$ cat src/rtl/cra_sequencer.sv
// rtl/cra_sequencer.sv - microcode address sequencer with 16-deep call/return stack
//
// Purpose: selects the next control-RAM address every cycle from the microword
// jump field, the instruction-decode jump, operand mode, normalize code or the
// return stack, and keeps a 16-entry LIFO of return addresses with sticky
// overflow/underflow flags.
//
// Optional feature: define CRA_DIAG_EBUS_EN to compile in the diagnostic EBUS
// readback; otherwise drivingEBUS and ebusOut are tied to zero.
//
// Ports:
//   clk              sole clock, rising edge
//   reset            synchronous active-high reset
//   CRAM_J[10:0]     microword jump-base address
//   CRAM_DISP[2:0]   dispatch select (0 J, 1 DRAM_J, 2 J|A, 3 return, 4 J|norm)
//   CRAM_CALL        push current CRADR
//   skipCond         ORed into next address bit 0
//   DRAM_J[10:0]     instruction-decode jump address
//   DRAM_A[2:0]      operand-fetch mode
//   norm[2:0]        normalize priority code
//   stall            hold all state
//   diagLoadCRADR    console forced load of CRADR from diagAddr
//   diagAddr[10:0]   forced address
//   diagReadFunc14X  diag read strobe
//   diag[4:6]        diag read select
//   CRADR[10:0]      registered current microcode address
//   stackDepth[4:0]  entries on stack, 0..16
//   stackOverflow    sticky overflow flag
//   stackUnderflow   sticky underflow flag
//   drivingEBUS      diag driving EBUS
//   ebusOut[0:35]    diag readback

module cra_sequencer (
  input  logic        clk,
  input  logic        reset,
  input  logic [10:0] CRAM_J,
  input  logic [2:0]  CRAM_DISP,
  input  logic        CRAM_CALL,
  input  logic        skipCond,
  input  logic [10:0] DRAM_J,
  input  logic [2:0]  DRAM_A,
  input  logic [2:0]  norm,
  input  logic        stall,
  input  logic        diagLoadCRADR,
  input  logic [10:0] diagAddr,
  input  logic        diagReadFunc14X,
  input  logic [4:6]  diag,
  output logic [10:0] CRADR,
  output logic [4:0]  stackDepth,
  output logic        stackOverflow,
  output logic        stackUnderflow,
  output logic        drivingEBUS,
  output logic [0:35] ebusOut
);

  logic [10:0] cradr_q, cradr_d;
  logic [4:0]  depth_q, depth_d;
  logic        ovf_q, ovf_d;
  logic        unf_q, unf_d;
  logic [10:0] stack_q [16];

  logic        wr_en;
  logic [3:0]  wr_idx;
  logic [3:0]  top_idx;
  logic [10:0] top_val;
  logic [10:0] disp_addr;
  logic [10:0] next_addr;
  logic        is_ret;

  // At depth 16 the low nibble wraps to 0, so depth-1 still lands on entry 15.
  assign top_idx = depth_q[3:0] - 4'd1;
  // An empty stack pops as zero.
  assign top_val = (depth_q == 5'd0) ? 11'd0 : stack_q[top_idx];
  assign is_ret  = (CRAM_DISP == 3'd3);

  always_comb begin
    disp_addr = CRAM_J;
    case (CRAM_DISP)
      3'd1:    disp_addr = DRAM_J;
      3'd2:    disp_addr = {CRAM_J[10:3], DRAM_A};
      3'd3:    disp_addr = top_val | {7'b0, CRAM_J[3:0]};
      3'd4:    disp_addr = {CRAM_J[10:3], norm};
      default: disp_addr = CRAM_J;
    endcase
    next_addr = {disp_addr[10:1], disp_addr[0] | skipCond};
  end

  always_comb begin
    cradr_d = cradr_q;
    depth_d = depth_q;
    ovf_d   = ovf_q;
    unf_d   = unf_q;
    wr_en   = 1'b0;
    wr_idx  = 4'd0;
    if (diagLoadCRADR) begin
      // Console load wins over stall and dispatch and never touches the stack.
      cradr_d = diagAddr;
    end else if (!stall) begin
      cradr_d = next_addr;
      if (is_ret && CRAM_CALL) begin
        // Return-and-call swaps the top entry; on an empty stack it behaves
        // as an underflowing pop followed by a push.
        wr_en = 1'b1;
        if (depth_q == 5'd0) begin
          unf_d   = 1'b1;
          wr_idx  = 4'd0;
          depth_d = 5'd1;
        end else begin
          wr_idx = top_idx;
        end
      end else if (is_ret) begin
        if (depth_q == 5'd0) unf_d = 1'b1;
        else                 depth_d = depth_q - 5'd1;
      end else if (CRAM_CALL) begin
        if (depth_q == 5'd16) begin
          ovf_d = 1'b1;
        end else begin
          wr_en   = 1'b1;
          wr_idx  = depth_q[3:0];
          depth_d = depth_q + 5'd1;
        end
      end
    end
  end

  always_ff @(posedge clk) begin
    if (reset) begin
      cradr_q <= 11'd0;
      depth_q <= 5'd0;
      ovf_q   <= 1'b0;
      unf_q   <= 1'b0;
    end else begin
      cradr_q <= cradr_d;
      depth_q <= depth_d;
      ovf_q   <= ovf_d;
      unf_q   <= unf_d;
    end
  end

  // Stack storage carries no reset; a reset edge only suppresses the write.
  always_ff @(posedge clk) begin
    if (!reset && wr_en) stack_q[wr_idx] <= cradr_q;
  end

  assign CRADR          = cradr_q;
  assign stackDepth     = depth_q;
  assign stackOverflow  = ovf_q;
  assign stackUnderflow = unf_q;

`ifdef CRA_DIAG_EBUS_EN
  logic [5:0] diag_field;

  always_comb begin
    diag_field = 6'd0;
    case (diag)
      3'd0:    diag_field = cradr_q[10:5];
      3'd1:    diag_field = {cradr_q[4:0], ovf_q};
      3'd2:    diag_field = {unf_q, depth_q};
      3'd3:    diag_field = top_val[10:5];
      3'd4:    diag_field = {top_val[4:0], 1'b0};
      default: diag_field = 6'd0;
    endcase
  end

  assign drivingEBUS = diagReadFunc14X;
  assign ebusOut     = diagReadFunc14X ? {diag_field, 30'd0} : 36'd0;
`else
  logic unused_diag;
  assign unused_diag = ^{diagReadFunc14X, diag};
  assign drivingEBUS = 1'b0;
  assign ebusOut     = 36'd0;
`endif

endmodule

$ cat config.mk
export PLATFORM = sky130hd
export DESIGN_NAME = cra_sequencer
export DESIGN_NICKNAME = d
export VERILOG_FILES = /design/src/rtl/cra_sequencer.sv
export SDC_FILE = /design/constraint.sdc
export NUM_CORES = 1
export LEC_CHECK = 0
export CAP_MARGIN = 20
export CORE_MARGIN = 10
export CORE_UTILIZATION = 40
export DETAILED_ROUTE_END_ITERATION = 16
export GPL_ROUTABILITY_DRIVEN = 0
export PLACE_DENSITY_LB_ADDON = 0.12
export SLEW_MARGIN = 30
export SYNTH_ARGS = -nofsm -noshare
export SYNTH_HDL_FRONTEND = slang
export SYNTH_SLANG_ARGS = --single-unit
$ cat constraint.sdc
create_clock -name clk -period 4.5 [get_ports clk]
set_input_delay 1.35 -clock clk [delete_from_list [all_inputs] [get_ports clk]]
set_output_delay 1.35 -clock clk [all_outputs]
set_load 0.005 [all_outputs]
==> results of run 1 <==
==> per-stage QoR <==
| stage | util | hold slack, ns |
|---|---|---|
| final | 0.477 | 0.498 |
| after floorplan | - | 0.461 |
| after global routing | 0.477 | 0.529 |
| after global placement | 0.450 | 0.462 |
| after detailed placement | 0.450 | 0.470 |
| after CTS | 0.477 | 0.502 |
==> final cells by class <==
cell class | count | area, um^2
fillers | 1880 | 11300
repair buffers | 99 | 906
well taps | 280 | 350
multi-input cells | 354 | 2840
clock inverters | 14 | 143
clock buffers | 18 | 439
flip-flops and latches | 194 | 5650
inverters | 5 | 18.8
==> layout by cell type (no fill, tap or decap), types with 3 or more instances in the layout <==
cell type / synthesis / layout
a21oi_1: 51 / 51
nor3_2: 0 / 3
nand2b_1: 9 / 9
conb_1: 1 / 37
dfxtp_1: 18 / 17
a2111oi_0: 3 / 3
inv_8: 0 / 4
clkinvlp_4: 0 / 4
mux4_2: 36 / 36
inv_1: 3 / 3
xnor2_1: 5 / 5
inv_6: 0 / 3
o31a_1: 7 / 7
clkbuf_16: 0 / 17
nand2_1: 55 / 55
nand3_1: 8 / 8
nor3_1: 12 / 9
o211ai_1: 4 / 4
nor2_1: 31 / 31
edfxtp_1: 176 / 176
ha_1: 5 / 4
a31oi_1: 4 / 4
or2_2: 3 / 3
nand3b_1: 3 / 3
buf_4: 38 / 34
or3_1: 5 / 5
mux4_1: 9 / 9
mux2i_1: 8 / 8
nor2b_1: 5 / 5
o21ai_0: 7 / 7
nor3b_1: 7 / 7
clkdlybuf4s50_1: 0 / 65
==> power breakdown <==
group / total [mW] / internal (mW) / switching (mW)
clock: 1.47 / 0.753 / 0.721
sequential: 2.01 / 1.98 / 0.0311
combinational: 0.322 / 0.153 / 0.169
total: 3.81 / 2.89 / 0.921
==> registers in the layout (all words and copies together), names as in the netlist <==
register	flops
stackOverflow	1
CRADR	11
stackDepth	5
stackUnderflow	1
stack_q	176
==> logic make-up (layout without fill, tap and decap cells) <==
logic type,after synthesis,count (layout),share of synthesized area
AOI/OAI and AO/OA,102,102,0.0753
muxes,53,53,0.128
adders and majority gates,6,6,0.00941
other,1,37,0.000427
DFF,194,194,0.643
buffers and inverters,75,136,0.0518
xor gates and xnor gates,6,6,0.00684
and+or+nand+nor,150,150,0.0844
==> layer usage <==
| layer | vias to the layer above | GRT usage |
|---|---|---|
| met5 | - | 0 |
| met3 | 20 | 0.0380 |
| met2 | 186 | 0.259 |
| li1 | 2389 | - |
| met4 | 0 | 0.0450 |
| met1 | 2702 | 0.201 |
==> worst min-delay path, stage by stage, from the launching register on <==
cell and delay (ns):
dfxtp_1 0.32, nor2_1 0.09, nor2_1 0.04
==> path summary, 6_finish.rpt <==
kind                         startpoint                    endpoint  cells after the start
min          stackOverflow$_SDFFE_PP0P_  stackOverflow$_SDFFE_PP0P_                      2
max                        CRAM_DISP[0]    stack_q[12][3]$_DFFE_PP_                      9
min reg2reg  stackOverflow$_SDFFE_PP0P_  stackOverflow$_SDFFE_PP0P_                      2
max reg2reg  stackDepth[0]$_SDFFE_PP0P_    stack_q[13][6]$_DFFE_PP_                      8
==> results.json, run 1 <==
{
  "outcome": "completed",
  "antenna_left": 0,
  "ys_types": 61,
  "ys_warn_count": 0,
  "syn_to_final_growth_pct": 17.9,
  "grt_pass1_wl_um": 33900,
  "placed_area_um2": 9760,
  "synth-async-reset-ratio": 0,
  "core-area_um2": 21700,
  "finalPower_mw": 3.81,
  "top_layer": "met4",
  "dr_wl_met2_um": 11100,
  "drcViolationCount": 0,
  "slowest_delay_ns": 0.50,
  "tightest_slew_ns": 0.943,
  "hp-class": "flip-flop to flip-flop",
  "antenna_found_initial": 0,
  "grt_max_degree": 46,
  "cp-end-kind": "flip-flop",
  "cts_tree": "built",
  "dr_wl_met3_um": 1370,
  "fin_nets": 729,
  "synth_common_cells": "176 x edfxtp_1, 55 x nand2_1, 51 x a21oi_1, 38 x buf_4, 36 x mux4_2",
  "clock.fmax_mhz": 277,
  "synth-edff-count": 176,
  "cts-htree-levels": 4,
  "synth_area_leaders": "edfxtp_1 60%, mux4_2 9.2%, dfxtp_1 4.1%, buf_4 3.3%, a21oi_1 2.9%",
  "relSlewSlack": 0.367,
  "cts_buffer_depth": 2,
  "io_buffers": 65,
  "cts-root-buf": "clkbuf_16",
  "cts_resized": 0,
  "cp_slowest_cell": "clkdlybuf4s50_1",
  "setup_ws_ns": 0.889,
  "final_cells": 964,
  "ctsHoldBuffers": 0,
  "dr.pass1.iters": 5,
  "synth_seq_area_share": 0.643,
  "ys.flop_type": "edfxtp_1",
  "drt-wirelength-per-cell_um": 23.0,
  "yosys.cell_count.top_type": "edfxtp_1",
  "netlist_instances": 587,
  "rows": 54,
  "setup_viol": 0,
  "diodes": 0,
  "m1WireLength_um": 9500,
  "rsz0062_at_grt": "false",
  "required_ns": 4.62,
  "pre_cts_slack_ns": 0.487,
  "finalClockSkew_ns": 0.0158,
  "final_area_um2": 10300,
  "postCtsSetupBuffers": 0,
  "synth_seq_cells": 194,
  "maxCapViolations": 0,
  "critPathTopFamily": "buffers and inverters",
  "tns_ns": 0,
  "vias_per_cell": 5.49,
  "die-area_um2": 28300,
  "worstPathCellList": "clkdlybuf4s50_1 > nand3b_1 > clkinv_1 > buf_4 > a31oi_1 > a311oi_1 > nand2_1 > nor3_1 > buf_4",
  "vias": 5297,
  "track_usage": 0.157,
  "cp_max_fo": 9,
  "rrSetupSlack_ns": 1.14,
  "synthesis.area_um2": 8770,
  "overflow": 0,
  "report.final.slew_viol_count": 0,
  "synth_top_cell_area_share": 0.602,
  "path_buf_inv": 4,
  "arrival_ns": 3.73,
  "p_leak_nw": 3.46,
  "dp.cells": 932,
  "drt_iter0_markers": 572,
  "die_y_um": 168,
  "cts_buffers": 17,
  "path_clk_slew_ns": 0.08,
  "cp-start-kind": "input pin",
  "synth_top_area_cell": "edfxtp_1",
  "critPathKind": "input pin to flip-flop",
  "avgSynthCellArea_um2": 14.9,
  "ir_worst_vdd_mv": 0.321,
  "powerDensity_nw_per_um2": 368,
  "grt_pass1_vias": 5528,
  "io_pins": 107,
  "clk_latency_ns": 0.43,
  "fin_crit_sh": 0.803,
  "clkSinkCount": 194,
  "layout-drive-gt1-share": 0.168,
  "min_period_ns": 3.61,
  "crit_top_cell": "buf_4",
  "hpwl_um": 14500,
  "hold_viol_final": 0,
  "die_x_um": 168,
  "wirelength_um": 22200,
  "initial_utilization": 0.405
}
Power figures use the tool's default switching activity.
==> inputs of run 2 (changes only) <==
clock period = 3.2 ns   (was 4.5 ns; I/O delays follow)
==> run 2 against run 1 <==
First-iteration DRC count down 22%. Count of clock-buffer cells in the layout stayed put. Clock power is 47% higher. Critical path type unchanged. Hold slack worse by 0.026 ns. Clock skew decreased by 0.0025 ns. Sequential cell count unchanged. Largest power group unchanged. Critical endpoint is now stack_q[14][2]$_DFFE_PP_. Global-route usage rose by 0.53 points. Register-to-register slack got worse by 0.87 ns.
==> results.json, run 2 (same netlist as run 1, synthesis figures left out) <==
{
  "setup_viol": 0,
  "ir_worst_vdd_mv": 0.363,
  "clk_latency_ns": 0.44,
  "cts_tree": "built",
  "cts_buffers": 17,
  "worstPathCellList": "clkdlybuf4s50_1 > nand3b_1 > clkinv_1 > buf_4 > a311o_1 > buf_4 > nor4b_4 > buf_12",
  "slowest_delay_ns": 0.47,
  "whs_ns": 0.472,
  "cp_max_fo": 11,
  "track_usage": 0.162,
  "startpoint": "CRAM_DISP[2]",
  "clock.fmax_mhz": 335,
  "final_cells": 995,
  "cts-root-buf": "clkbuf_16",
  "min_from": "CRADR[5]$_SDFFE_PP0P_",
  "antenna_left": 0,
  "final_cell_mix": "176 x edfxtp_1, 65 x clkdlybuf4s50_1, 54 x nand2_1",
  "fill_cells": 1833,
  "relSlewSlack": 0.551,
  "dr.pass1.iters": 6,
  "finalClockSkew_ns": 0.0133,
  "fin_crit_sh": 0.934,
  "required_ns": 3.34,
  "cp-end-kind": "flip-flop",
  "io_pins": 107,
  "outcome": "completed",
  "hpwl_um": 15400,
  "ctsHoldBuffers": 0,
  "layout-drive-gt1-share": 0.221,
  "die_x_um": 168,
  "vias": 5433,
  "finalPower_mw": 5.48,
  "die_y_um": 168,
  "clkSinkCount": 194,
  "cp-start-kind": "input pin",
  "grt_pass1_vias": 5543,
  "rrSetupSlack_ns": 0.27,
  "overflow": 0,
  "drcViolationCount": 0,
  "cts_resized": 0,
  "antenna_found_initial": 0,
  "tightest_slew_ns": 0.673,
  "wirelength_um": 23100,
  "dp.cells": 963,
  "arrival_ns": 3.13,
  "grt_pass1_wl_um": 34700,
  "core-area_um2": 21700,
  "vias_per_cell": 5.46,
  "setup_ws_ns": 0.211,
  "largest_reg_flops": 176,
  "cts-htree-levels": 4,
  "rsz0062_at_grt": "false",
  "path_clk_slew_ns": 0.08,
  "cp_slowest_cell": "clkdlybuf4s50_1",
  "grt_max_degree": 43,
  "min_period_ns": 2.99,
  "fin_nets": 760,
  "r2r_cells": 8,
  "regMostFlops": "stack_q",
  "postCtsSetupBuffers": 0,
  "diodes": 0,
  "r2r-start": "stackDepth[0]$_SDFFE_PP0P_",
  "min_to": "stack_q[8][5]$_DFFE_PP_",
  "die-area_um2": 28300,
  "drt_iter0_markers": 446,
  "io_buffers": 65,
  "hold_depth": 0,
  "rows": 54,
  "powerDensity_nw_per_um2": 505,
  "drt-wirelength-per-cell_um": 23.2,
  "syn_to_final_growth_pct": 23.7,
  "hp-class": "flip-flop to flip-flop",
  "mostFrequentLayoutCell": "edfxtp_1",
  "maxCapViolations": 0,
  "crit_top_cell": "buf_4",
  "p_leak_nw": 3.68,
  "critPathKind": "input pin to flip-flop",
  "initial_utilization": 0.405,
  "hold_viol_final": 0,
  "cts_buffer_depth": 2,
  "pre_cts_slack_ns": -0.411,
  "r2r-end": "CRADR[0]$_SDFFE_PP0P_",
  "report.final.slew_viol_count": 0
}
## run 2: cell types whose count changed in the layout (fill, tap and decap cells not counted), sizes merged
cell      delta
bufinv       +1
clkinv       +3
buf         +31
clkinvlp     -4
## run 2: worst max path at each step
| stage | end | slack (ns) | cells past startpoint |
|---|---|---|---|
| after floorplan | stack_q[10][0]$_DFFE_PP_ | 0.01 | 12 |
| after global placement | stack_q[6][7]$_DFFE_PP_ | -0.39 | 7 |
| after detailed placement | stack_q[6][7]$_DFFE_PP_ | -0.41 | 7 |
| after CTS | stack_q[6][6]$_DFFE_PP_ | 0.05 | 7 |
| after global routing | CRADR[0]$_SDFFE_PP0P_ | 0.04 | 8 |
| final | stack_q[14][2]$_DFFE_PP_ | 0.21 | 8 |
## run 2: layout make-up
class | count | area [um^2] | area share
well taps | 280 | 350 | 0.0323
clock inverters | 14 | 165 | 0.0152
inverters | 5 | 23.8 | 0.00219
flip-flops and latches | 194 | 5650 | 0.520
repair buffers | 130 | 1320 | 0.121
multi-input cells | 354 | 2910 | 0.268
clock buffers | 18 | 439 | 0.0405
## run 2: critical path, delay by kind of cell
family,cells,cell delay [ns]
compound gates,1,0.39
buf+inv,5,1.27
simple gates,2,0.51
## run 2: through the flow
step | utilization | cell area (um^2) | setup TNS, ns
after global placement | 0.472 | 10200 | -40.49
after CTS | 0.500 | 10800 | 0
after global routing | 0.500 | 10900 | 0
after detailed placement | 0.472 | 10200 | -43.17
final | 0.500 | 10900 | 0
after floorplan | - | 9010 | 0
## run 2: metal layers
metal | vias to the layer above | wire length (um) | part of all wire | GRT usage
li1 | 2444 | - | - | -
met1 | 2786 | 9770 | 0.42 | 0.204
met2 | 184 | 11700 | 0.51 | 0.274
met3 | 19 | 1440 | 0.062 | 0.0398
met4 | 0 | 209 | 0.0091 | 0.0431
met5 | - | 0 | 0 | 0
## run 2: power by group
group	leakage [nW]	switching, mW	total, mW	internal, mW
combinational	1.60	0.284	0.523	0.239
sequential	1.78	0.0134	2.80	2.78
clock	0.299	1.02	2.16	1.14
total	3.68	1.32	5.48	4.16
==> edit: new RTL, config.mk and constraints of run 2 <==
`cradr_q` no longer has a reset.
--- a/src/rtl/cra_sequencer.sv
+++ b/src/rtl/cra_sequencer.sv
@@ -127,3 +127,2 @@
     if (reset) begin
-      cradr_q <= 11'd0;
       depth_q <= 5'd0;
@@ -132,3 +131,2 @@
     end else begin
-      cradr_q <= cradr_d;
       depth_q <= depth_d;
@@ -137,2 +135,6 @@
     end
+  end
+
+  always_ff @(posedge clk) begin
+    cradr_q <= cradr_d;
   end
Behaviour: not the same (Yosys sat finds a counterexample within 4 cycles, from zero or initial values and one cycle with reset high).
==> edit against run 2 <==
  * Area after synthesis increased by 0.19%
  * Wire length down 7.9%
  * Critical endpoint is now stack_q[11][4]
  * Final area shrank 0.20%
  * Setup slack gained 46 ps
  * Total power rose by 0.96%
  * Largest power group unchanged
  * Sequential cell count is the same
  * First-iteration DRC count down 31%
  * Final cell count down 7.4%
==> edit: results (changes against run 2) <==
Async S/R FF share, synth=0% (unchanged); layout cells sized above 1=22.0% (-0.10 points); cell family with most CP delay=simple AND/OR/NAND/NOR gates; Critical R2R Launch=stackDepth[1]; GRT Overall Usage=15.2% (-1.0 points); CP max FO=13 (+2); total number of vias=4966 (-8.6%); Leak=3.69 nW (about the same); R2R setup slack=360 ps (+90 ps); hpwl dp=14.0 mm (-8.9%); P_comb=0.487 mW (-6.9%); sw frac=22.8% (-1.3 points); most frequent cells after synthesis=edfxtp_1, buf_4, mux2i_1; placed instance area=10200 µm² (about the same); sequential fraction of the synthesis area=65.5% (+1.1 points); EDFF count, synth=187 (+6.3%); worst vdd rail ir drop=281 µV (-23%); Final Cell Area=10800 µm² (-0.20%); # placed instances=889 (-7.7%); hold depth=2 (+2); DR WL met2=10.4 mm (-11%); final setup skew=13.1 ps (-0.206 ps); largest net degree at the start of global routing=47 (+9.3%); WL met1=9.13 mm (-6.5%); reg2reg end=stack_q[10][4]; start point of the worst hold path=stackOverflow; port buffer count=65 (unchanged); delay of the slowest critical-path stage=540 ps (+70 ps); post-synth cell types=50 (-18%); average size of a mapped cell=17.1 µm² (+14%); layout filler cell count=1818 (-0.82%); Hold Path Class=flop to flop; Hold EP=stackOverflow; initial DRC count=308 (-31%); DR WL met3=1.37 mm (-4.8%); r2r worst-path depth=11 (+3); Pre-antenna DRT Iters=5 (-1); Via-to-Cell Ratio=5.39 (-1.3%); vias in the first global route=5205 (-6.1%); main area contributors after synthesis=edfxtp_1, mux4_1, mux4_2; Wirelength per Cell=23.1 µm (-0.49%); # nets final=686 (-9.7%); outcome=complete, no violations; Seq pwr share=52.4% (+1.4 points); worst slew pin tran=674 ps (+0.842 ps); max reg flops=176 (unchanged)
-- edit: cell types whose count changed after synthesis, sizes merged, moves of 5 or more --
cell    before  now
mux2i        8   31
dfxtp       18    7
nand2       55   20
edfxtp     176  187
clkbuf      20   13
a221o        0    8
o31a         7    2
mux2         0   12
nor2        31   22
a21oi       51   13
nor3b        7   12
-- edit: through the flow --
step	hold slack [ps]	total power [mW]	setup slack (ps)
5_1_grt	544	5.73	122
4_1_cts	501	5.59	264
3_3_place_gp	460	3.44	-156
2_1_floorplan	460	3.25	-53.6
3_5_place_dp	487	3.44	-204
6_report	494	5.53	257
-- edit: logic make-up (layout without fill, tap and decap cells) --
family	after synthesis	after routing	synth area share, %
compound gates	60	60	4.82
other cells	1	37	0.0427
fa+ha+maj	6	6	0.939
flops	194	194	65.5
simple gates	91	91	5.48
mux	87	87	17.3
buf+inv	70	161	5.21
xor+xnor	5	5	0.712
-- edit: worst max path at each step --
stage / depth (start not counted) / to / start / slack, ps
floorplan: 7 / stack_q[4][0] / CRAM_DISP[1] / -50
global placement: 7 / stack_q[11][9] / CRAM_DISP[1] / -160
detailed placement: 7 / stack_q[11][9] / CRAM_DISP[1] / -200
CTS: 7 / stack_q[11][7] / CRAM_DISP[1] / 260
global route: 7 / stack_q[11][7] / CRAM_DISP[1] / 120
finish: 7 / stack_q[11][4] / CRAM_DISP[1] / 260
-- edit: cell type report --
cell class	count	share of cell area (%)
multi-input combinational	286	26.3
clock inverter	14	1.57
inverter	7	0.254
timing repair buffer	122	11.6
tap	280	3.23
clock buffer	18	3.96
sequential	194	53.1
-- edit: layer usage --
metal	GRT usage (%)	vias to the layer above
li1	-	2225
met1	19.4	2556
met2	24.8	159
met3	3.59	26
met4	5.41	0
met5	0	-
